<file path="config.mk">
export PLATFORM = sky130hd
export DESIGN_NAME = gcd_controller
export DESIGN_NICKNAME = d
export VERILOG_FILES = /design/src/rtl/gcd_controller.sv
export SDC_FILE = /design/constraint.sdc
export NUM_CORES = 1
export LEC_CHECK = 0
export ABC_AREA = 1
export CELL_PAD_IN_SITES_DETAIL_PLACEMENT = 1
export CELL_PAD_IN_SITES_GLOBAL_PLACEMENT = 1
export CORE_UTILIZATION = 35
export CTS_BUF_LIST = sky130_fd_sc_hd__clkbuf_16
export DETAILED_ROUTE_END_ITERATION = 8
export PLACE_DENSITY = 0.86
export SYNTH_ARGS = -nofsm -noshare
export SYNTH_HDL_FRONTEND = slang
export SYNTH_SLANG_ARGS = --single-unit
</file>
<file path="constraint.sdc">
create_clock -name clk -period 2.75 [get_ports clk]
set_input_delay 0.6875 -clock clk [delete_from_list [all_inputs] [get_ports clk]]
set_output_delay 0.6875 -clock clk [all_outputs]
set_load 0.03 [all_outputs]
</file>
<file path="src/rtl/gcd_controller.sv">
// Sequencing FSM for the GCD datapath: Euclid's algorithm by repeated modulo,
// with start/busy/done/err handshake and an iteration timeout.
module gcd_controller #(
    parameter int unsigned ALU_LATENCY = 1,
    parameter int unsigned MAX_ITER    = 32,
    parameter logic [2:0]  ALU_NOP     = 3'b000,
    parameter logic [2:0]  ALU_CMP     = 3'b001,
    parameter logic [2:0]  ALU_MOD     = 3'b010
) (
    input  logic       clk,
    input  logic       rst,
    input  logic       start_i,
    input  logic       gross_zero_i,
    input  logic       klein_zero_i,
    input  logic       erg_zero_i,
    output logic [2:0] alu_mode_o,
    output logic       Zahl1_to_alu_a_o,
    output logic       Zahl2_to_alu_b_o,
    output logic       erg_modulo_to_alu_a_o,
    output logic       wren_zw_in_zahlen_o,
    output logic       wren_zw_gross_o,
    output logic       wren_zw_klein_o,
    output logic       wren_erg_modulo_o,
    output logic       wren_to_new_numbers_o,
    output logic       check_for_termination_o,
    output logic       busy_o,
    output logic       done_o,
    output logic       err_o,
    output logic [7:0] iter_cnt_o
);

    typedef enum logic [3:0] {
        S_IDLE, S_LOAD, S_CMP, S_ORDER, S_ZCHK, S_MOD,
        S_MWB, S_CHK, S_SHIFT, S_DONE, S_ERR
    } state_t;

    localparam logic [3:0] WAIT_LAST = 4'(ALU_LATENCY - 1);
    localparam logic [7:0] ITER_MAX  = 8'(MAX_ITER);

    state_t     state_q, state_d;
    logic [3:0] wait_q, wait_d;
    logic [7:0] iter_q, iter_d;

    // NOTE: state flops take non-blocking assignments only; all decisions live in the comb blocks.
    always_ff @(posedge clk) begin
        if (rst) begin
            state_q <= S_IDLE;
            wait_q  <= '0;
            iter_q  <= '0;
        end else begin
            state_q <= state_d;
            wait_q  <= wait_d;
            iter_q  <= iter_d;
        end
    end

    // NOTE: every comb output gets a default first so no path can infer a latch.
    always_comb begin
        state_d = state_q;
        wait_d  = wait_q;
        iter_d  = iter_q;
        unique case (state_q)
            S_IDLE: begin
                if (start_i) begin
                    state_d = S_LOAD;
                    iter_d  = '0;
                end
            end
            S_LOAD: begin
                state_d = S_CMP;
                wait_d  = '0;
            end
            S_CMP: begin
                if (wait_q == WAIT_LAST) begin
                    state_d = S_ORDER;
                    wait_d  = '0;
                end else begin
                    wait_d = wait_q + 4'd1;
                end
            end
            S_ORDER: state_d = S_ZCHK;
            S_ZCHK: begin
                if (gross_zero_i && klein_zero_i) state_d = S_ERR;
                else if (klein_zero_i)            state_d = S_DONE;
                else                              state_d = S_MOD;
            end
            S_MOD: begin
                if (wait_q == WAIT_LAST) begin
                    state_d = S_MWB;
                    wait_d  = '0;
                end else begin
                    wait_d = wait_q + 4'd1;
                end
            end
            S_MWB: begin
                state_d = S_CHK;
                iter_d  = (iter_q == 8'hFF) ? iter_q : iter_q + 8'd1;
            end
            S_CHK: begin
                if (erg_zero_i)              state_d = S_DONE;
                else if (iter_q == ITER_MAX) state_d = S_ERR;
                else                         state_d = S_SHIFT;
            end
            S_SHIFT: state_d = S_MOD;
            S_DONE:  state_d = S_IDLE;
            S_ERR:   state_d = S_IDLE;
            default: state_d = S_IDLE;
        endcase
    end

    // Moore outputs, decoded from the registered state only.
    always_comb begin
        alu_mode_o              = ALU_NOP;
        Zahl1_to_alu_a_o        = 1'b0;
        Zahl2_to_alu_b_o        = 1'b0;
        erg_modulo_to_alu_a_o   = 1'b0;
        wren_zw_in_zahlen_o     = 1'b0;
        wren_zw_gross_o         = 1'b0;
        wren_zw_klein_o         = 1'b0;
        wren_erg_modulo_o       = 1'b0;
        wren_to_new_numbers_o   = 1'b0;
        check_for_termination_o = 1'b0;
        busy_o                  = (state_q != S_IDLE);
        done_o                  = 1'b0;
        err_o                   = 1'b0;
        iter_cnt_o              = iter_q;
        unique case (state_q)
            S_LOAD:  wren_zw_in_zahlen_o = 1'b1;
            S_CMP: begin
                alu_mode_o       = ALU_CMP;
                Zahl1_to_alu_a_o = 1'b1;
                Zahl2_to_alu_b_o = 1'b1;
            end
            S_ORDER: begin
                alu_mode_o      = ALU_CMP;
                wren_zw_gross_o = 1'b1;
                wren_zw_klein_o = 1'b1;
            end
            S_MOD:   alu_mode_o = ALU_MOD;
            S_MWB: begin
                alu_mode_o        = ALU_MOD;
                wren_erg_modulo_o = 1'b1;
            end
            S_CHK:   check_for_termination_o = 1'b1;
            S_SHIFT: wren_to_new_numbers_o   = 1'b1;
            S_DONE:  done_o = 1'b1;
            S_ERR:   err_o  = 1'b1;
            default: ;
        endcase
    end

endmodule

</file>
==> key figures <==
Floorplan
  • Core Region: 0.00308 sq mm
  • Chip Width: 59.1 microns
  • # rows: 20
  • IO Pins: 29
  • Die Y-Extent: 59.1 microns
  • Initial Utilization: 0.370
  • Die area: 0.00349 sq mm

Pwr
  • Switch share: 0.385
  • Peak VDD IR: 0.381 mV
  • Pwr Total: 0.000901 W
  • Leakage: 0.676 nW
  • Sw Pwr: 0.000347 W
  • Comb pwr share: 0.370
  • Clk network pwr share: 0.330
  • Power Density: 595 mW/mm^2
  • Flop pwr share: 0.300
  • Pint: 0.000554 W

Clock network
  • H-tree depth: 1
  • Max clock buf depth: 2
  • Clk pin slew, worst setup/hold paths: 50 ps
  • TritonCTS clock tree: done
  • Root Buffer: clkbuf_16
  • Clk Latency, worst-skew pair: 250 ps
  • CTS sink count: 16
  • CTS Buf Count: 3
  • Hold Buf Count CTS: 0

Detailed routing
  • Vias: 1252
  • Antenna Nets Post-Route: 0
  • Drt via density: 4.78
  • Post-Route WL: 3460 microns
  • DR DRC count: 0
  • Drt pass-1 iters: 4
  • Routed length per instance: 13.2 microns
  • Initial drt markers: 54

Synthesis
  • Syn Inst Count: 191
  • Cell with the most instances after synthesis: nand2_1
  • Post-synth top cells: nand2_1, inv_1, nor2_1
  • Top post-synthesis cells by area: dfxtp_1, nand2_1, inv_1, nor2_1, nand3_1
  • Top_reg_cell synth: dfxtp_1
  • Synthesized area: 0.00114 sq mm
  • Syn. warnings: 0
  • Post-synth top area share: 0.281
  • Post-synth EDFFs: 0
  • Largest area contributor in the netlist: dfxtp_1
  • Synth async-reset ratio: 0
  • Average cell area after synthesis: 5.97 sq um
  • Seq/Total Area, Yosys: 0.281
  • Synth cell types: 24
  • Yosys reg bits: 16

Finish
  • # fillers: 436
  • Layout cells sized above 1: 0.0872
  • Area grow syn2layout: 32.8%
  • Number of diodes: 0
  • Nets: 229
  • Register area: 320 sq um
  • Layout Utilization: 0.492
  • Area of the multi-input gates: 666 sq um

Timing
  • Final Skew: 1.24 ps
  • Unrepaired setup endpoints after global routing: false
  • Endpoints failing setup: 0
  • Tmin final: 2570 ps
  • Period utilization: 0.936
  • Max Freq: 389 MHz
  • Fin worst setup slack: 177 ps
  • Setup tns final: 0 ps
  • Slew Viols, Final: 0
  • Hold Vio Cnt, Final: 0

Placed design
  • DP Worst Slack: 408 ps
  • GP Congestion: 0.818
  • HPWL after DPL: 2710 microns
  • PortBufs: 26

Critical path
  • Reg2reg path depth: 7
  • Worst setup SP type: flop
  • CP required: 2060 ps
  • Worst Path Arrival: 1890 ps
  • Critical-path maximum fanout: 5
  • Reg2reg setup slack: 1250 ps
  • Critical path type: flop to output pin
  • Endpoint class of the critical path: output pin

GRT
  • Vias in the first global route: 1264
  • First-pass GRT wire length: 5630 microns
  • Largest net degree at the start of global routing: 14
  • Global route overflow: 0
  • Tot GR Track Use: 0.217
  • Antenna violations before repair: 0

Run
  • # Max-Cap Violations: 0

Min path
  • HP Class: flop to flop
  • Hold path depth: 2

Status
  • Status: completed
-- state kept, by name, indices dropped and copies added (netlist names) --
register and flops:
wait_q 4, iter_cnt_o 8, state_q 4
-- repair_timing --
action,in CTS,in global routing
resized for setup,0,1
buffers inserted,0,0
setup endpoints to repair,0,1
-- logic make-up after synthesis --
logic type / share of synthesized area
AO/OA/AOI/OAI: 0.0922
XOR/XNOR: 0.00769
adder cells (fa/ha/maj): 0.0439
buffers and inverters: 0.138
flip-flops: 0.281
other: 0.00329
AND/OR/NAND/NOR: 0.434
-- power by group through the flow --
stage	registers [W]	clock network (W)	logic (W)
final	0.000271	0.000298	0.000333
after global routing	0.000273	0.000306	0.000367
after global placement	0.000273	0	0.000326
after floorplan	0.000286	0	0.000214
after CTS	0.000271	0.000301	0.000336
after detailed placement	0.000275	0	0.000334
-- per-stage QoR --
step	cells	cell area [sq um]	hold WS (ps)
3_3_place_gp	258	1430	484
6_report	262	1510	505
5_1_grt	262	1510	547
3_5_place_dp	258	1430	498
4_1_cts	262	1510	506
2_1_floorplan	192	1140	464
-- placed cells by master, fill, tap and decap left out, types with 3 or more instances in the layout --
cell,n
ha_1,4
dfxtp_1,16
inv_1,31
clkbuf_16,3
o21ai_0,4
clkdlybuf4s50_1,25
nand2_2,4
nand2_1,56
nor2_1,27
nor2_2,4
a21oi_1,12
nand3_1,15
-- routing by layer --
metal / part of all wire / global-route usage
met1: 0.45 / 0.271
met2: 0.49 / 0.369
met3: 0.033 / 0.0328
met4: 0.025 / 0.0986
met5: 0 / 0
-- critical path: stages (launching register included) --
cell and delay (ps):
dfxtp_1 350, nor2_1 300, inv_1 110, nor2_1 180, clkdlybuf4s50_1 700
-- path summary, 6_finish.rpt --
| check | start | end |
|---|---|---|
| min reg2reg | wait_q[3] | wait_q[3] |
| max | state_q[3] | wren_zw_in_zahlen_o |
| min | wait_q[3] | wait_q[3] |
| max reg2reg | state_q[1] | state_q[0] |
-- cell type report --
type / count / area share
sequential: 16 / 0.212
inverter: 33 / 0.0818
clock buffer: 3 / 0.0496
tap: 44 / 0.0364
multi-input combinational: 138 / 0.440
timing repair buffer: 27 / 0.179
clock inverter: 1 / 0.00248
(Power assumes the default switching activity.)
